<file path="config.mk">
export PLATFORM = sky130hd
export DESIGN_NAME = quad_encoder_regs
export DESIGN_NICKNAME = d
export VERILOG_FILES = /design/src/rtl/quad_encoder_regs.sv
export SDC_FILE = /design/constraint.sdc
export NUM_CORES = 1
export LEC_CHECK = 0
export ABC_AREA = 1
export CAP_MARGIN = 20
export CORE_MARGIN = 4
export CORE_UTILIZATION = 51
export DETAILED_ROUTE_END_ITERATION = 8
export GPL_ROUTABILITY_DRIVEN = 0
export PLACE_DENSITY = 0.87
export SLEW_MARGIN = 20
export SYNTH_ARGS = -nofsm -noshare
export SYNTH_HDL_FRONTEND = slang
export SYNTH_SLANG_ARGS = --single-unit
</file>
<file path="constraint.sdc">
create_clock -name clk -period 2.8 [get_ports clk]
set_clock_uncertainty 0.15 [all_clocks]
set_input_delay 0.7 -clock clk [delete_from_list [all_inputs] [get_ports clk]]
set_output_delay 0.7 -clock clk [all_outputs]
set_load 0.05 [all_outputs]
</file>
<file path="src/rtl/quad_encoder_regs.sv">
// Quadrature decoder for two encoders (LR, UD). It keeps signed 16-bit position counts
// and sticky illegal-transition flags. The dispatcher can preload the counts and clear
// the flags through write strobes.
module quad_encoder_regs #(
  parameter int unsigned SYNC_STAGES = 2,
  parameter logic [15:0] ADDR_LR     = 16'hFFF0,
  parameter logic [15:0] ADDR_UD     = 16'hFFF1,
  parameter logic [15:0] ADDR_STAT   = 16'hFFF2
) (
  input  logic        clk,
  input  logic        reset,
  input  logic        lrA,
  input  logic        lrB,
  input  logic        udA,
  input  logic        udB,
  input  logic [15:0] AddressIn,
  input  logic        weIn,
  input  logic [15:0] WriteDataIn,
  output logic [15:0] encLR,
  output logic [15:0] encUD,
  output logic [15:0] encStatus
);

  localparam int unsigned PrimeCycles = SYNC_STAGES + 1;
  localparam int unsigned PrimeW      = $clog2(PrimeCycles + 1);
  localparam logic [PrimeW-1:0] PrimeDone = PrimeW'(PrimeCycles);

  // Each stage holds {lrA, lrB, udA, udB}.
  logic [3:0]        r_sync [SYNC_STAGES];
  logic [1:0]        r_lr_prev, r_ud_prev;
  logic [PrimeW-1:0] r_prime_cnt;
  logic [15:0]       r_enc_lr, r_enc_ud;
  logic [1:0]        r_err;

  logic [1:0]  w_lr_cur, w_ud_cur;
  logic        w_primed;
  logic [2:0]  w_lr_dec, w_ud_dec;
  logic        w_wr_lr, w_wr_ud, w_wr_stat;
  logic [15:0] w_enc_lr_d, w_enc_ud_d;
  logic [1:0]  w_err_d;

  // Returns {err, dec, inc} for one prev->cur phase transition ({A,B} encoding).
  function automatic logic [2:0] decode(input logic [1:0] prev, input logic [1:0] cur);
    logic [2:0] res;
    res = 3'b000;
    unique case ({prev, cur})
      4'b0001, 4'b0111, 4'b1110, 4'b1000: res = 3'b001;
      4'b0100, 4'b1101, 4'b1011, 4'b0010: res = 3'b010;
      4'b0011, 4'b1100, 4'b0110, 4'b1001: res = 3'b100;
      default:                            res = 3'b000;
    endcase
    return res;
  endfunction

  assign w_lr_cur  = r_sync[SYNC_STAGES-1][3:2];
  assign w_ud_cur  = r_sync[SYNC_STAGES-1][1:0];
  assign w_primed  = (r_prime_cnt == PrimeDone);
  assign w_wr_lr   = weIn && (AddressIn == ADDR_LR);
  assign w_wr_ud   = weIn && (AddressIn == ADDR_UD);
  assign w_wr_stat = weIn && (AddressIn == ADDR_STAT);

  // Next-state for the counts and error flags. A write overrides a decode step on the
  // same cycle, and a new error overrides a clear on the same cycle.
  always_comb begin
    w_lr_dec   = 3'b000;
    w_ud_dec   = 3'b000;
    w_enc_lr_d = r_enc_lr;
    w_enc_ud_d = r_enc_ud;
    w_err_d    = r_err;
    if (w_primed) begin
      w_lr_dec = decode(r_lr_prev, w_lr_cur);
      w_ud_dec = decode(r_ud_prev, w_ud_cur);
    end
    if (w_lr_dec[0])      w_enc_lr_d = r_enc_lr + 16'd1;
    else if (w_lr_dec[1]) w_enc_lr_d = r_enc_lr - 16'd1;
    if (w_ud_dec[0])      w_enc_ud_d = r_enc_ud + 16'd1;
    else if (w_ud_dec[1]) w_enc_ud_d = r_enc_ud - 16'd1;
    if (w_wr_lr) w_enc_lr_d = WriteDataIn;
    if (w_wr_ud) w_enc_ud_d = WriteDataIn;
    if (w_wr_stat) w_err_d = r_err & ~WriteDataIn[1:0];
    w_err_d = w_err_d | {w_ud_dec[2], w_lr_dec[2]};
  end

  // Input synchronizers. The decode logic only looks at the last stage.
  always_ff @(posedge clk) begin
    if (reset) begin
      for (int i = 0; i < int'(SYNC_STAGES); i++) r_sync[i] <= 4'b0000;
    end else begin
      r_sync[0] <= {lrA, lrB, udA, udB};
      for (int i = 1; i < int'(SYNC_STAGES); i++) r_sync[i] <= r_sync[i-1];
    end
  end

  // Priming counter, previous-phase tracking, counts and status.
  always_ff @(posedge clk) begin
    if (reset) begin
      r_prime_cnt <= '0;
      r_lr_prev   <= 2'b00;
      r_ud_prev   <= 2'b00;
      r_enc_lr    <= 16'h0000;
      r_enc_ud    <= 16'h0000;
      r_err       <= 2'b00;
    end else begin
      if (!w_primed) r_prime_cnt <= r_prime_cnt + PrimeW'(1);
      r_lr_prev <= w_lr_cur;
      r_ud_prev <= w_ud_cur;
      r_enc_lr  <= w_enc_lr_d;
      r_enc_ud  <= w_enc_ud_d;
      r_err     <= w_err_d;
    end
  end

  assign encLR     = r_enc_lr;
  assign encUD     = r_enc_ud;
  assign encStatus = {14'b0, r_err};

endmodule
</file>
# Word-level counts from Yosys, hierarchy flattened
# Memories as Yosys holds them, arrays and structs flattened.
# Cells that the tools add are included.
[totals]
regBits = 40
latch_bits = 0
ram_bits = 8
mem_bits_ro = 96
inputBits = 39
out_inout_bits = 48
elab_cells = 42
n_memories = 3
[mem_list]
columns = ["memory", "words", "width", "rd", "rd_clocked_by_memory_dff", "write_ports", "line", "text"]
rows = [
  ["(name not given)", 16, 3, 1, 0, 0, "46", "unique case ({prev, cur})"],
  ["(name not given)", 16, 3, 1, 0, 0, "46", ""],
  ["r_sync", 2, 4, 2, 0, 2, "29", "logic [3:0] r_sync [SYNC_STAGES];"],
]
[op_classes]
n_addsub = 5
mul = 0
n_div = 0
n_lt_le_gt_ge = 0
eq_ne = 4
n_shift = 0
mux = 14
bitwise = 5
n_reduce_logical = 5
[op_table]
columns = ["cell", "count"]
rows = [
  ["16-bit 2-to-1 mux", 6],
  ["16-bit equality test, second input constant", 3],
  ["16-bit by 1-bit adder with 16-bit output, second input constant", 2],
  ["16-bit by 1-bit subtractor with 16-bit output, second input constant", 2],
  ["4-bit 2-to-1 mux", 2],
  ["3-bit 2-to-1 mux", 2],
  ["3-bit nonzero test", 2],
  ["1-bit logical AND", 3],
  ["1-bit 2-to-1 mux", 3],
  ["2-bit by 1-bit adder with 2-bit output, second input constant", 1],
  ["2-bit AND", 1],
  ["2-bit equality test, second input constant", 1],
  ["2-bit 2-to-1 mux", 1],
  ["2-bit NOT", 1],
  ["1-bit OR", 2],
  ["2-bit OR", 1],
]

# Logic depth before layout (Yosys ltp)
# An unclocked memory read counts as a cell.
[depth]
word_depth = 6
depth_mapped = 15

# Worst setup path before layout
# No wires, ideal clock.
[synth_path]
path_type = "register -> register"
startpoint = "register r_prime_cnt[0]"
endpoint = "register r_enc_lr[7] (netlist: encLR[7])"
arrival_ns = 2.265
required_time_ns = 2.522
slack_ns = 0.258
path_stages_with_launch = 12
n_path_buf = 1
path_cell_list = "dfxtp_1 ha_1 buf_6 nand3_1 ha_1 or2_1 nand3_1 nand2_1 xnor2_1 nor2_1 nor2_1 nor2_1"
[synth_between]
elab_chain_cells = 4
word_cells_on_any_way = 5
classes_between = "eq/ne (1); mux (3); reduce/logical (1)"
[synth_rtl]
columns = ["item", "line", "text"]
rows = [
  ["start, declared", "31", "logic [PrimeW-1:0] r_prime_cnt;"],
  ["start signal, assigned", "104", "if (!w_primed) r_prime_cnt <= r_prime_cnt + PrimeW'(1);"],
  ["2-bit equality test *", "57", "assign w_primed = (r_prime_cnt == PrimeDone);"],
  ["3-bit 2-to-1 mux *", "70", "if (w_primed) begin"],
  ["16-bit 2-to-1 mux", "74", "if (w_lr_dec[0]) w_enc_lr_d = r_enc_lr + 16'd1;"],
  ["16-bit 2-to-1 mux", "78", "if (w_wr_lr) w_enc_lr_d = WriteDataIn;"],
  ["end signal, assigned", "107", "r_enc_lr <= w_enc_lr_d;"],
  ["end, declared", "32", "logic [15:0] r_enc_lr, r_enc_ud;"],
]
# Mark *: on every way between the ends. The rest lies on a longest branch, timed or not.
# A chain may end at the register's enable or synchronous reset.

# Final worst setup path
[layout_path]
startpoint = "register r_prime_cnt[0]"
endpoint = "register r_enc_lr[11] (netlist: encLR[11])"
# Same word-level chain as after synthesis.

==> results.yml <==
setup_path:
  crit_buf_inv: 2
  start_kind: "register"
  path_delay_family: "simple AND/OR/NAND/NOR gates"
  path_max_fanout: 18
  startpoint: "r_prime_cnt[0]"
  cpMostUsedCell: "nand2_1"
  critPathCaptureType: "register"
  worstPathCellList: "ha_2 > buf_4 > nand3_1 > buf_4 > ha_1 > or2_1 > nand3_1 > nand2_1 > nand2_1 > nand2_1 > nand2_1 > nand3_2 > a21oi_2"
  critical_path_class: "reg -> reg"
  cpMaxStageDelayCell: "dfxtp_1"
  critPathMaxStageDelay_ns: 0.37
  worstPathArrival_ns: 2.73
  required_ns: 2.90
  crit-reg2reg-launch: "r_prime_cnt[0]"
global_routing:
  grt_pass1_wl_um: 20240
  antenna_found_initial: 0
  overflow: 0
  grt_use_total: 0.2407
  grt_max_degree: 27
  first_global_vias: 4522
sta:
  final_hold_viol_count: 0
  tns_ns: 0
  whs_ns: 0.2550
  tightest_slew_ns: 0.6207
  setup_ws_ns: 0.1697
  slew_headroom: 0.5846
  rsz0062_at_grt: "no"
  setup_viol: 0
  final-max-slew-violation-count: 0
  fin_crit_ns: 2.630
  fmax_mhz: 380.2
  fin_crit_sh: 0.9394
clock_network:
  cts_max_path_buffers: 2
  cts_tree: "yes"
  htree_levels: 2
  root_buffer: "clkbuf_8"
  cts.clk_slew.worst_paths_ns: 0.10
  clk_latency_ns: 0.31
  holdBufCountCts: 0
  cts_sinks: 48
  cts_buffers: 5
floorplanning:
  die_y_um: 101.4
  die_x_um: 101.4
  row_count: 33
  core-area_um2: 8341
  num_io_pins: 87
  die-area_um2: 10280
  floorplan.initialDensity: 0.5333
pwr:
  peakVddDrop_mv: 0.2678
  power_density_nw_per_um2: 451.0
  p_leak_nw: 2.674
route:
  dr_total_vias: 4660
  drt_iter0_drc: 280
  dr.pass1.iters: 5
  ant_nets: 0
  wl_per_cell_um: 13.31
  via_per_inst: 5.143
  drt_wl_total_um: 12060
  route.detailed.drc: 0
synth:
  synth_cell_types: 40
  ys_warn_count: 0
  seq_area_frac_synth: 0.2160
  synth-seq-cells: 48
  syn_avg_cell_area_um2: 6.093
  synth_cells: 730
  syn-cell-area_um2: 4448
layout:
  drive_gt1_frac: 0.07740
  final_cell_mix: "210 x nand2_1, 124 x inv_1, 87 x nand3_1, 72 x clkdlybuf4s50_1, 66 x nor2_1"
  final_common_cell: "nand2_1"
  fin_cells: 906
  n_fill_cell: 749
  diodes: 0
  syn_to_final_growth_pct: 19.77
  final_area_um2: 5328
  nets: 874
worst_hold_path:
  hold_class: "reg -> reg"
  hold_start: "r_sync[0][0]"
flow_run:
  maxCapViolations: 0
placed_design:
  hpwl_um: 9595
  io_buffers: 72
  dpl_worst_slack_ns: 0.1449
  dp.cells: 898
  place_area_um2: 5202
status:
  status: "complete, no violations"
-- synthesized netlist by cell type, drive strengths merged --
library cell    n  area (µm²)
a21oi          33       195.2
o221ai          2       17.52
buf            25       202.7
nor2           69       276.5
fa              2       40.04
clkbuf          6       36.28
nor4            1       6.260
ha             33       412.9
dfxtp          48       960.9
conb            1       3.750
a31oi           1       6.260
nand4           6       37.54
nand3          99       555.5
or2             2       12.51
o211ai          5       37.54
xnor2          12       105.1
xor2            6       52.55
nand2         216       825.8
o21ai          11       58.80
and2            3       18.77
clkinv          2       7.510
nor3            4       20.02
inv           138       520.5
nand3b          5       37.54
-- sequential cells by signal, summed over array words and instances, names as in the netlist --
register,flops
encLR,16
encUD,16
r_err,2
r_lr_prev,2
r_prime_cnt,2
r_sync,8
r_ud_prev,2
-- per-stage QoR --
step | utilization | power [mW]
detailed placement | 0.6238 | 1.865
CTS | 0.6376 | 2.381
floorplan | - | 1.613
finish | 0.6388 | 2.403
global route | 0.6388 | 2.571
global placement | 0.6238 | 1.828
-- layer usage --
layer | track usage | wire [µm]
met5 | 0 | 0
met4 | 0.08384 | 388
met3 | 0.02410 | 679
met2 | 0.4447 | 6093
met1 | 0.2878 | 4895
-- where the power goes --
group | internal, mW | leakage, nW | switching, mW
clock network | 0.269 | 0.0548 | 0.249
registers | 0.724 | 0.390 | 0.0426
logic | 0.400 | 2.23 | 0.718
-- cell families (layout without fill, tap and decap cells) --
group | after synthesis | count (layout) | synth area share
AO/OA/AOI/OAI | 52 | 52 | 0.07089
XOR/XNOR | 18 | 18 | 0.03544
adder cells (fa/ha/maj) | 35 | 35 | 0.1018
buffers and inverters | 171 | 229 | 0.1724
flip-flops | 48 | 48 | 0.2160
other | 1 | 14 | 0.0008431
AND/OR/NAND/NOR | 405 | 405 | 0.4025
-- worst paths after layout --
kind,endpoint,slack (ns),cells past startpoint
hold / removal,r_sync[0][4],0.26,2
hold reg to reg,r_sync[0][4],0.26,2
setup / recovery,encLR[11],0.17,13
setup reg to reg,encLR[11],0.17,13
-- tightest hold or removal path, delay by kind of cell (launching register included) --
| family | cells | cell delay [ns] |
|---|---|---|
| flops | 1 | 0.31 |
| simple gates | 1 | 0.03 |
| buf+inv | 1 | 0.04 |
-- area by class of cell --
| type | instances | area, µm² | area share |
|---|---|---|---|
| Inverter | 140 | 528.0 | 0.09911 |
| Clock buffer | 5 | 68.82 | 0.01292 |
| Clock inverter | 3 | 46.29 | 0.008690 |
| Timing Repair Buffer | 81 | 813.3 | 0.1527 |
| Sequential cell | 48 | 960.9 | 0.1804 |
| Tap cell | 105 | 131.4 | 0.02466 |
| Multi-Input combinational cell | 524 | 2779 | 0.5216 |
-- what timing repair did --
action / 4_1_cts / 5_1_grt
setup endpoints to repair: 0 / 3
setup buffers: 0 / 0
gates resized for setup: 0 / 2
(Power assumes the default switching activity.)
